==> config.mk <==
export PLATFORM = sky130hd
export DESIGN_NAME = islemci_cok_cevrim_flat
export DESIGN_NICKNAME = d
export VERILOG_FILES = /design/src/rtl/islemci_cok_cevrim_if.sv /design/src/rtl/islemci_cok_cevrim.sv /design/src/flat_wrapper.sv
export SDC_FILE = /design/constraint.sdc
export NUM_CORES = 2
export LEC_CHECK = 0
export CAP_MARGIN = 20
export CORE_MARGIN = 1
export CORE_UTILIZATION = 40
export DETAILED_ROUTE_END_ITERATION = 16
export GPL_ROUTABILITY_DRIVEN = 1
export PLACE_DENSITY = 0.67
export REMOVE_ABC_BUFFERS = 1
export SYNTH_ARGS = -nofsm -noshare
export SYNTH_HDL_FRONTEND = slang
export SYNTH_SLANG_ARGS = --single-unit
==> constraint.sdc <==
create_clock -name saat -period 6.51 [get_ports saat]
set_input_delay 0.651 -clock saat [delete_from_list [all_inputs] [get_ports saat]]
set_output_delay 0.651 -clock saat [all_outputs]
set_load 0.005 [all_outputs]
==> src/rtl/islemci_cok_cevrim_if.sv <==
// Instruction handshake and observation bundle for islemci_cok_cevrim.
interface islemci_cok_cevrim_if #(
  parameter int VERI_GENISLIGI = 32
);
  logic [31:0]               buyruk;
  logic                      buyruk_gecerli;
  logic                      buyruk_hazir;
  logic [VERI_GENISLIGI-1:0] ps;
  logic [VERI_GENISLIGI-1:0] yazmac_gozlem;
  logic                      tamamlandi;
  logic                      gecersiz_buyruk;

  modport master (
    output buyruk, buyruk_gecerli,
    input  buyruk_hazir, ps, yazmac_gozlem, tamamlandi, gecersiz_buyruk
  );
  modport slave (
    input  buyruk, buyruk_gecerli,
    output buyruk_hazir, ps, yazmac_gozlem, tamamlandi, gecersiz_buyruk
  );
endinterface

==> src/rtl/islemci_cok_cevrim.sv <==
// Multi-cycle RV32I-subset core (BEKLE -> YURUT -> YAZ), one instruction per handshake.
// Optional ISLEMCI_CARPMA_EN adds MUL through an iterative shift-add CARP state.
module islemci_cok_cevrim #(
  parameter int                        VERI_GENISLIGI = 32,
  parameter int                        YAZMAC_SAYISI  = 32,
  parameter logic [VERI_GENISLIGI-1:0] BASLANGIC_PS   = '0,
  parameter int                        GOZLEM_YAZMACI = 10
) (
  input  logic                 saat,
  input  logic                 reset_n,
  islemci_cok_cevrim_if.slave  bus
);
  localparam int XL    = VERI_GENISLIGI;
  localparam int SH_W  = $clog2(XL);
  localparam int IDX_W = (YAZMAC_SAYISI > 1) ? $clog2(YAZMAC_SAYISI) : 1;

  typedef enum logic [1:0] {BEKLE, YURUT, YAZ, CARP} durum_t;

  durum_t                          durum_q;
  logic [XL-1:0]                   ps_q, sonuc_q, yeni_ps_q;
  logic [YAZMAC_SAYISI-1:0][XL-1:0] regs_q;
  logic [31:0]                     buyruk_q;
  logic [4:0]                      rd_q;
  logic                            hazir_q, tamam_q, gecersiz_q, yaz_q, hata_q;

  function automatic logic idx_ok(input logic [4:0] i);
    return {1'b0, i} < 6'(YAZMAC_SAYISI);
  endfunction

  logic [6:0] opk, f7;
  logic [4:0] rd, rs1, rs2;
  logic [2:0] f3;
  assign opk = buyruk_q[6:0];
  assign rd  = buyruk_q[11:7];
  assign f3  = buyruk_q[14:12];
  assign rs1 = buyruk_q[19:15];
  assign rs2 = buyruk_q[24:20];
  assign f7  = buyruk_q[31:25];

  logic [XL-1:0] a, b, imm_i, imm_b, imm_j, ps_art4, jalr_t;
  assign a     = idx_ok(rs1) ? regs_q[rs1[IDX_W-1:0]] : '0;
  assign b     = idx_ok(rs2) ? regs_q[rs2[IDX_W-1:0]] : '0;
  assign imm_i = {{(XL-12){buyruk_q[31]}}, buyruk_q[31:20]};
  assign imm_b = {{(XL-13){buyruk_q[31]}}, buyruk_q[31], buyruk_q[7], buyruk_q[30:25], buyruk_q[11:8], 1'b0};
  assign imm_j = {{(XL-21){buyruk_q[31]}}, buyruk_q[31], buyruk_q[19:12], buyruk_q[20], buyruk_q[30:21], 1'b0};
  assign ps_art4 = ps_q + XL'(4);
  assign jalr_t  = a + imm_i;

  logic          gecerli_d, yaz_d, islem_ok, k1, k2, kd, carp_d;
  logic [XL-1:0] sonuc_d, yeni_ps_d;

  always_comb begin
    islem_ok  = 1'b0;
    k1 = 1'b0; k2 = 1'b0; kd = 1'b0;
    carp_d    = 1'b0;
    sonuc_d   = '0;
    yeni_ps_d = ps_art4;
    case (opk)
      7'b0110011: begin
        k1 = 1'b1; k2 = 1'b1; kd = 1'b1;
        islem_ok = 1'b1;
        case ({f7, f3})
          {7'h00, 3'd0}: sonuc_d = a + b;
          {7'h20, 3'd0}: sonuc_d = a - b;
          {7'h00, 3'd1}: sonuc_d = a << b[SH_W-1:0];
          {7'h00, 3'd2}: sonuc_d = XL'($signed(a) < $signed(b));
          {7'h00, 3'd3}: sonuc_d = XL'(a < b);
          {7'h00, 3'd4}: sonuc_d = a ^ b;
          {7'h00, 3'd5}: sonuc_d = a >> b[SH_W-1:0];
          {7'h20, 3'd5}: sonuc_d = $unsigned($signed(a) >>> b[SH_W-1:0]);
          {7'h00, 3'd6}: sonuc_d = a | b;
          {7'h00, 3'd7}: sonuc_d = a & b;
`ifdef ISLEMCI_CARPMA_EN
          {7'h01, 3'd0}: carp_d = 1'b1;
`endif
          default:       islem_ok = 1'b0;
        endcase
      end
      7'b0010011: begin
        k1 = 1'b1; kd = 1'b1;
        islem_ok = 1'b1;
        case (f3)
          3'd0: sonuc_d = a + imm_i;
          3'd2: sonuc_d = XL'($signed(a) < $signed(imm_i));
          3'd3: sonuc_d = XL'(a < imm_i);
          3'd4: sonuc_d = a ^ imm_i;
          3'd6: sonuc_d = a | imm_i;
          3'd7: sonuc_d = a & imm_i;
          3'd1: begin
            sonuc_d  = a << imm_i[SH_W-1:0];
            islem_ok = (buyruk_q[31:SH_W+20] == '0);
          end
          default: begin
            // srli/srai share f3=101; bit 30 picks arithmetic, the rest of the upper field must be clear
            sonuc_d  = buyruk_q[30] ? $unsigned($signed(a) >>> imm_i[SH_W-1:0]) : (a >> imm_i[SH_W-1:0]);
            islem_ok = !buyruk_q[31] && (buyruk_q[29:SH_W+20] == '0);
          end
        endcase
      end
      7'b1100011: begin
        k1 = 1'b1; k2 = 1'b1;
        islem_ok = 1'b1;
        case (f3)
          3'd0:    if (a == b) yeni_ps_d = ps_q + imm_b;
          3'd1:    if (a != b) yeni_ps_d = ps_q + imm_b;
          3'd4:    if ($signed(a) <  $signed(b)) yeni_ps_d = ps_q + imm_b;
          3'd5:    if ($signed(a) >= $signed(b)) yeni_ps_d = ps_q + imm_b;
          3'd6:    if (a <  b) yeni_ps_d = ps_q + imm_b;
          3'd7:    if (a >= b) yeni_ps_d = ps_q + imm_b;
          default: islem_ok = 1'b0;
        endcase
      end
      7'b1101111: begin
        kd = 1'b1;
        islem_ok  = 1'b1;
        sonuc_d   = ps_art4;
        yeni_ps_d = ps_q + imm_j;
      end
      7'b1100111: begin
        k1 = 1'b1; kd = 1'b1;
        islem_ok  = (f3 == 3'd0);
        sonuc_d   = ps_art4;
        yeni_ps_d = {jalr_t[XL-1:1], 1'b0};
      end
      default: islem_ok = 1'b0;
    endcase
    gecerli_d = islem_ok && (!k1 || idx_ok(rs1)) && (!k2 || idx_ok(rs2)) && (!kd || idx_ok(rd));
    yaz_d     = gecerli_d && kd;
    carp_d    = carp_d && gecerli_d;
    if (!gecerli_d) yeni_ps_d = ps_art4;
  end

`ifdef ISLEMCI_CARPMA_EN
  logic [XL-1:0]   carpilan_q, carpan_q, birikim_q, birikim_d;
  logic [SH_W-1:0] sayac_q;
  assign birikim_d = birikim_q + (carpan_q[0] ? carpilan_q : '0);
`endif

  always_ff @(posedge saat or negedge reset_n) begin
    if (!reset_n) begin
      durum_q    <= BEKLE;
      ps_q       <= BASLANGIC_PS;
      regs_q     <= '0;
      buyruk_q   <= '0;
      rd_q       <= '0;
      sonuc_q    <= '0;
      yeni_ps_q  <= '0;
      yaz_q      <= 1'b0;
      hata_q     <= 1'b0;
      hazir_q    <= 1'b1;
      tamam_q    <= 1'b0;
      gecersiz_q <= 1'b0;
`ifdef ISLEMCI_CARPMA_EN
      carpilan_q <= '0;
      carpan_q   <= '0;
      birikim_q  <= '0;
      sayac_q    <= '0;
`endif
    end else begin
      tamam_q <= 1'b0;
      case (durum_q)
        BEKLE: if (bus.buyruk_gecerli && hazir_q) begin
          buyruk_q <= bus.buyruk;
          hazir_q  <= 1'b0;
          durum_q  <= YURUT;
        end
        YURUT: begin
          sonuc_q   <= sonuc_d;
          yaz_q     <= yaz_d;
          yeni_ps_q <= yeni_ps_d;
          hata_q    <= !gecerli_d;
          rd_q      <= rd;
          durum_q   <= YAZ;
`ifdef ISLEMCI_CARPMA_EN
          if (carp_d) begin
            carpilan_q <= a;
            carpan_q   <= b;
            birikim_q  <= '0;
            sayac_q    <= '0;
            durum_q    <= CARP;
          end
`endif
        end
`ifdef ISLEMCI_CARPMA_EN
        CARP: begin
          // one partial product per cycle; the last step feeds the result straight to YAZ
          if (sayac_q == SH_W'(XL-1)) begin
            sonuc_q <= birikim_d;
            durum_q <= YAZ;
          end else begin
            birikim_q  <= birikim_d;
            carpilan_q <= carpilan_q << 1;
            carpan_q   <= carpan_q >> 1;
            sayac_q    <= sayac_q + 1'b1;
          end
        end
`endif
        YAZ: begin
          if (yaz_q && rd_q != 5'd0) regs_q[rd_q[IDX_W-1:0]] <= sonuc_q;
          ps_q    <= yeni_ps_q;
          tamam_q <= 1'b1;
          hazir_q <= 1'b1;
          if (hata_q) gecersiz_q <= 1'b1;
          durum_q <= BEKLE;
        end
        default: durum_q <= BEKLE;
      endcase
    end
  end

  assign bus.buyruk_hazir    = hazir_q;
  assign bus.ps              = ps_q;
  assign bus.yazmac_gozlem   = regs_q[IDX_W'(GOZLEM_YAZMACI)];
  assign bus.tamamlandi      = tamam_q;
  assign bus.gecersiz_buyruk = gecersiz_q;
endmodule

==> src/flat_wrapper.sv <==
// flat-port wrapper written by rule: the top's interface ports become plain ports
module islemci_cok_cevrim_flat 
#(
  parameter int                        VERI_GENISLIGI = 32,
  parameter int                        YAZMAC_SAYISI  = 32,
  parameter logic [VERI_GENISLIGI-1:0] BASLANGIC_PS   = '0,
  parameter int                        GOZLEM_YAZMACI = 10
)
  (saat, reset_n, bus_buyruk, bus_buyruk_gecerli, bus_buyruk_hazir, bus_ps, bus_yazmac_gozlem, bus_tamamlandi, bus_gecersiz_buyruk);
  islemci_cok_cevrim_if #(.VERI_GENISLIGI(VERI_GENISLIGI)) bus_i ();
  input  logic saat;
  input  logic reset_n;
  input wire logic [$bits(bus_i.buyruk)-1:0] bus_buyruk;
  input wire logic [$bits(bus_i.buyruk_gecerli)-1:0] bus_buyruk_gecerli;
  output wire logic [$bits(bus_i.buyruk_hazir)-1:0] bus_buyruk_hazir;
  output wire logic [$bits(bus_i.ps)-1:0] bus_ps;
  output wire logic [$bits(bus_i.yazmac_gozlem)-1:0] bus_yazmac_gozlem;
  output wire logic [$bits(bus_i.tamamlandi)-1:0] bus_tamamlandi;
  output wire logic [$bits(bus_i.gecersiz_buyruk)-1:0] bus_gecersiz_buyruk;
  assign bus_i.buyruk = bus_buyruk;
  assign bus_i.buyruk_gecerli = bus_buyruk_gecerli;
  assign bus_buyruk_hazir = bus_i.buyruk_hazir;
  assign bus_ps = bus_i.ps;
  assign bus_yazmac_gozlem = bus_i.yazmac_gozlem;
  assign bus_tamamlandi = bus_i.tamamlandi;
  assign bus_gecersiz_buyruk = bus_i.gecersiz_buyruk;
  islemci_cok_cevrim #(.VERI_GENISLIGI(VERI_GENISLIGI), .YAZMAC_SAYISI(YAZMAC_SAYISI), .BASLANGIC_PS(BASLANGIC_PS), .GOZLEM_YAZMACI(GOZLEM_YAZMACI)) u_core (.saat(saat), .reset_n(reset_n), .bus(bus_i));
endmodule
Word level (Yosys, flattened, before mapping)
Cells that the tools add are included.
Operators by class
  shift operators: 6
  bitwise operators: 6
  magnitude comparators: 10
  add/subtract/negate cells: 6
  reduce and logical (&&, ||, !) cells: 23
  equal/unequal tests: 26
  mux-type cells: 30
Operator list (number)
  $bwmux W1024: 1
  $mux W32: 11
  $bmux W32 S5: 2
  $pmux W32 S10: 1
  $pmux W32 S7: 1
  $pmux W32 S3: 2
  $pmux W32 S6: 1
  $demux W32 S5: 1
  $add A32 B32 Y32: 4
  $lt A32 B32 Y1: 3
  $and A32 B32 Y32: 2
  $ge A32 B32 Y1: 2
  $or A32 B32 Y32: 2
  $shl A32 B5 Y32: 2
  $shr A32 B5 Y32: 2
  $sshr A32 B5 Y32: 2
  $xor A32 B32 Y32: 2
  $eq A10 B3 Y1 const B: 4
  $add A32 B3 Y32 const B: 1
  $eq A32 B32 Y1: 1
  $lt A32 B12 Y1: 1
  $ne A32 B32 Y1: 1
  $sub A32 B32 Y32: 1
  $eq A7 B7 Y1 const B: 3
  32 further kinds: 54
Word-level totals
  register bits after elaboration: 1164
  input bits: 35
  output and inout bits: 67
  word-level logic and storage cells: 150

Depth between registers and ports, before layout
  word-level depth: 7
  gate-level depth with buffers: 27
  depth with buffers taken out: 19

Worst setup path after synthesis
No wires, ideal clock.
  kind: flip-flop to flip-flop
  from: register u_core.buyruk_q[21]
  to: register u_core.yeni_ps_q[31]
  slack: -0.041 ns
  buffers on the path: 11
  cell stages (with the launch flop): 28
  library setup time: 0.080 ns
  clock period less this slack: 6.551 ns
  arrival: 6.470 ns
  data required time: 6.430 ns
  cell sequence: dfrtp_1 buf_2 buf_2 buf_2 buf_2 buf_2 buf_2 buf_1 clkbuf_1 mux4_2 mux4_2 nand2_1 and2_1 ha_1 buf_6 or4_4 nor4_1 and4_1 buf_4 nor2b_2 and3_1 a2111o_1 a21o_1 or2_1 buf_6 o31ai_2 a22oi_1 o211ai_2
Between the ends
  word-level cells in the longest chain between the ends: 7
  elaborated cells on any way between the ends: 19
  classes of those cells: add/sub (2); order compare (4); eq/ne (2); mux (11)
Ends and longest elaborated chain
  start, declared: line islemci_cok_cevrim.sv:22  | logic [31:0] buyruk_q;
  start signal, assigned: line islemci_cok_cevrim.sv:163  | buyruk_q <= bus.buyruk;
  $bmux W32 S5: line islemci_cok_cevrim.sv:42  | assign b = idx_ok(rs2) ? regs_q[rs2[IDX_W-1:0]] : '0;
  $mux W32 (implied by the code): line islemci_cok_cevrim.sv:42
  $ge A32 B32 Y1, or another cell as far along: line islemci_cok_cevrim.sv:109  | 3'd7: if (a >= b) yeni_ps_d = ps_q + imm_b;
  $mux W32, or another cell as far along: line islemci_cok_cevrim.sv:109
  $pmux W32 S6: line islemci_cok_cevrim.sv:103  | case (f3)
  $pmux W32 S3 *: line islemci_cok_cevrim.sv:58  | case (opk)
  $mux W32 *: line islemci_cok_cevrim.sv:130  | if (!gecerli_d) yeni_ps_d = ps_art4;
  end signal, assigned: line islemci_cok_cevrim.sv:170  | yeni_ps_q <= yeni_ps_d;
  end, declared: line islemci_cok_cevrim.sv:20  | logic [XL-1:0] ps_q, sonuc_q, yeni_ps_q;
Mark *: on every way between the ends. The rest lies on a longest branch, timed or not. The select of a mux whose other input is x is not followed.
A chain may end at the register's enable or synchronous reset.

Worst setup path after layout
  from: register u_core.buyruk_q[17]
  to: register u_core.yeni_ps_q[31]
Between the ends
  word-level cells in the longest chain between the ends: 7
  elaborated cells on any way between the ends: 19
  classes of those cells: add/sub (2); order compare (4); eq/ne (2); mux (11)
Ends and longest elaborated chain
  $bmux W32 S5: line islemci_cok_cevrim.sv:41  | assign a = idx_ok(rs1) ? regs_q[rs1[IDX_W-1:0]] : '0;
  $mux W32 (implied by the code): line islemci_cok_cevrim.sv:41
  $ge A32 B32 Y1, or another cell as far along: line islemci_cok_cevrim.sv:109
  $mux W32, or another cell as far along: line islemci_cok_cevrim.sv:109
  $pmux W32 S6: line islemci_cok_cevrim.sv:103
  $pmux W32 S3 *: line islemci_cok_cevrim.sv:58
  $mux W32 *: line islemci_cok_cevrim.sv:130
Marks and branches as above.

==> results.md <==
* Number of antenna violations at the first check in global routing at 26
* Dpl cell area at 89,500 um^2
* Fraction of power consumed by sequential logic at 16.5%
* Global Route met3 Usage at around 12%
* Clock tree from TritonCTS: yes
* All-layer global routing usage at 37.6%
* Total wirelength of the detailed-routed design at 403,000 um
* Fraction of the yosys area taken by sequential cells at 35.0%
* Count of input and output buffers at 101
* Final WS setup at 124 ps
* Number of clock sinks at 1,164
* Multiplexer share of the synthesized area at between 30 and 40%
* Share of the clock period used by the worst path after layout at between 90% and 100%
* Type of the worst setup path: reg -> reg
* Static power due to leakage at 0.0427 uW
* Antenna viol nets, final at 0
* Most used DFF post-synth: sky130_fd_sc_hd__dfrtp_1
* Root buffer selected by CTS: sky130_fd_sc_hd__clkbuf_16
* Vertical die dimension at approximately 460 um
* Maximum capacitance violations at 0
* R2r endpoint: u_core.yeni_ps_q[31]$_DFFE_PN0N_
* Worst-path maximum fanout at 20
* Fin crit period at 6390 ps
* Boundary Pins at about 100
* Router iterations before antenna repair at 9
* Slew of the pin with the lowest slew margin at 1230 ps
* Arithmetic-cell share of the synthesized area counting full adders, half adders and majority gates at 3.72%
* Setup repair after global routing missed its margin: false
* Max Buffers Root-to-Sink at 3
* Dominant combinational cell family by area after synthesis: multiplexers
* Mean instance size in the synthesized netlist at approximately 11 um^2
* Share of power burned in combinational logic at 66.4%
* Cell variety after synth at around 110
* Area leader, netlist: sky130_fd_sc_hd__dfrtp_1
* Area of the mapped netlist at slightly above 80,000 um^2
* Final setup viols at 0
* Placeable core region at 206,000 um^2
* Highest clock rate at 157 MHz
* Worst-case hold slack at 306 ps
* Power per Cell Area at 527 nW/um^2
* Async set-reset flop share out of synthesis at 100%
* Relative slew slack at 17.3%
* Cell types with the largest area share after synthesis: sky130_fd_sc_hd__dfrtp_1 35%, sky130_fd_sc_hd__mux2_2 14%, sky130_fd_sc_hd__mux4_2 9.9%
* Number of cells on the worst reg-to-reg path at 23
* Clock Power Share at ~17%
* Die X at 458 um
* Initial core utilization at 40.4%
* Synthesized-area fraction occupied by and/or/nand/nor cells at 8.60%
* Gate Count Post-Synth at 7,756
* Arrival time at the worst endpoint at roughly 7000 ps
* R2R Setup Slk at approximately 120 ps
* Worst setup timing slack at the placement stage at 28.7 ps
* Xor and xnor fraction of the mapped netlist area at 1.18%
* Accumulated negative setup slack at 0 ps
* Type of element capturing the critical path: register
* Post-Route Utilization at 46.1%
* Vias in the first global route at 71,600
* Int Power at 23,600 uW
* DP Wirelength at 280,000 um
* Maximum ir drop on the vdd rail at 0.000355 V
* Final Skew at 63.5 ps
* Area of all placed cells without fillers at 94,800 um^2
* Clock-pin slew on the worst setup and hold paths at about 60 ps
* Synthesized-area fraction occupied by ao, oa, aoi and oai cells at roughly 14%
* Global route total overflow at 0
* Fraction of final layout cells sized beyond drive strength 1 at 30.7%
* Number of synthesized register bits at 1,164
* Wire per inst at 37.8 um
* Worst hold-check path type: in -> async
* Synthesis-to-finish area growth at 14.0%
* Worst Path Required at about 7300 ps
* Result of the run: finished, final reports clean
* Maximum number of pins on one net before global-route repair at around 180
* Vias after detailed routing at 73,400
* Final slew viol count at 0
* Skew-Pair Late Insertion Delay at about 850 ps
* H-tree depth at 4
* Ys Warns at 0
* Floorplan die area at 210,000 um^2
* Placement row count at 166
* Leading cell type in the layout, fill and taps excluded: sky130_fd_sc_hd__dfrtp_1
* First element of the critical path: u_core.buyruk_q[17]$_DFFE_PN0P_
* Launching point of the worst reg2reg path: u_core.buyruk_q[17]$_DFFE_PN0P_
* Post-synth EDFFs at 0
* Sw Ratio at 52.8%
* Detail-routed via count per cell at 6.89
* Fraction of met1 tracks used by global routing at 48.0%
* Area fraction of the dominant cell type after synthesis at 35.0%
* Top library cells by usage in the layout, fill and taps aside: 1,152 x sky130_fd_sc_hd__dfrtp_1, 1,067 x sky130_fd_sc_hd__mux2_2, 686 x sky130_fd_sc_hd__mux2i_1
* DRC Markers at 0
* Number of buffers created by CTS at 140
* Met2 track demand over resource at 53.8%
* Final hold violations at 0
* Iter 0 DRT Violations at approximately 11,000
* Layout Nets at between 8,000 and 9,000
* First-pass GRT wire length at around 560,000 um
* Global-route layer with the greatest usage: met2
* Routability cong. at between 1 and 1.5
* NetSw at 26,400 uW
* Element type at the critical path start: register
repair_timing:
| item | CTS | global route |
|---|---|---|
| buffers inserted | 0 | 8 |
| gates resized for setup | 1 | 12 |
| hold buffers | 1 | 0 |
| gates cloned | 0 | 0 |
| endpoints found under the hold margin | 81 | 0 |
| endpoints found under the setup margin | 1 | 45 |
state kept, by name, summed over array words and instances (netlist names), 2 cells and up:
| name | cells |
|---|---|
| u_core.bus.ps | 32 |
| u_core.bus.yazmac_gozlem | 32 |
| u_core.buyruk_q | 32 |
| u_core.durum_q | 2 |
| u_core.rd_q | 5 |
| u_core.regs_q | 992 |
| u_core.sonuc_q | 32 |
| u_core.yeni_ps_q | 32 |
synthesized netlist by cell type (all sizes together), types with 41 or more instances:
cell,number
a22oi,196
nand3,162
mux2i,695
inv,165
dfrtp,1163
buf,328
nand2,475
o211ai,64
a211oi,59
o21ai,313
a31oi,41
a221oi,41
clkbuf,436
and2,47
a21o,44
nor3,94
nor4,51
a21oi,328
mux2,1067
mux4,367
and3,43
ha,239
o221ai,53
nor2,417
o22ai,170
xnor2,74
critical path, cell delays in order (launching register included):
cell	delay [ps]
sky130_fd_sc_hd__dfrtp_4	590
sky130_fd_sc_hd__buf_12	250
sky130_fd_sc_hd__buf_12	190
sky130_fd_sc_hd__buf_4	230
sky130_fd_sc_hd__buf_4	200
sky130_fd_sc_hd__mux2i_1	270
sky130_fd_sc_hd__o22ai_1	120
sky130_fd_sc_hd__nor4_1	490
sky130_fd_sc_hd__nand3_2	290
sky130_fd_sc_hd__inv_1	170
sky130_fd_sc_hd__ha_1	270
sky130_fd_sc_hd__nor4_1	440
sky130_fd_sc_hd__nor3b_2	320
sky130_fd_sc_hd__buf_4	160
sky130_fd_sc_hd__and2_1	130
sky130_fd_sc_hd__o2111a_1	170
sky130_fd_sc_hd__a221o_1	360
sky130_fd_sc_hd__buf_4	230
sky130_fd_sc_hd__o221ai_1	110
sky130_fd_sc_hd__a21o_1	280
sky130_fd_sc_hd__or2_2	450
sky130_fd_sc_hd__o31ai_2	260
sky130_fd_sc_hd__a22oi_1	140
sky130_fd_sc_hd__o211ai_2	150
metrics by stage:
step / total power [uW] / std cells
2_1_floorplan: 24800 / 6992
3_3_place_gp: 40000 / 10400
3_5_place_dp: 39900 / 10400
4_1_cts: 48500 / 10600
5_1_grt: 51000 / 10700
6_report: 50000 / 10700
cells by family after synthesis:
logic type,Yosys count
buffers and inverters,935
DFF,1164
muxes,2129
adders and majority gates,244
xor gates and xnor gates,112
and+or+nand+nor,1508
AOI/OAI and AO/OA,1664
power groups by stage:
stage	combinational, uW	sequential, uW	clock (uW)
finish	33200	8240	8560
global route	33800	8270	8900
CTS	31600	8240	8630
floorplan	15500	9310	0
detailed placement	31500	8360	0
global placement	31600	8350	0
how the worst max path moves through the flow:
stage / end / slack, ps / cells past startpoint
final: u_core.yeni_ps_q[31]$_DFFE_PN0N_ / 120 / 23
after global routing: u_core.sonuc_q[27]$_DFFE_PN0N_ / 20 / 25
after CTS: u_core.yeni_ps_q[31]$_DFFE_PN0N_ / 50 / 22
after detailed placement: u_core.yeni_ps_q[31]$_DFFE_PN0N_ / 30 / 21
after global placement: u_core.yeni_ps_q[8]$_DFFE_PN0N_ / -20 / 23
after floorplan: u_core.sonuc_q[29]$_DFFE_PN0N_ / -16740 / 17
layer usage:
metal	wire length [um]	vias to the layer above
met5	193	-
met4	32800	26
met3	48400	1354
met2	168000	5152
met1	154000	37400
li1	-	29500
cell type report:
type | instances | area (um^2)
antenna | 7 | 17.5
clock buffer | 182 | 3910
clock inverter | 73 | 1080
fill | 18900 | 111000
inverter | 171 | 647
multi-input combinational | 5657 | 50100
sequential | 1164 | 29200
tap | 2688 | 3360
timing repair buffer | 718 | 6510
No activity file was read; power rests on OpenSTA's default activity.
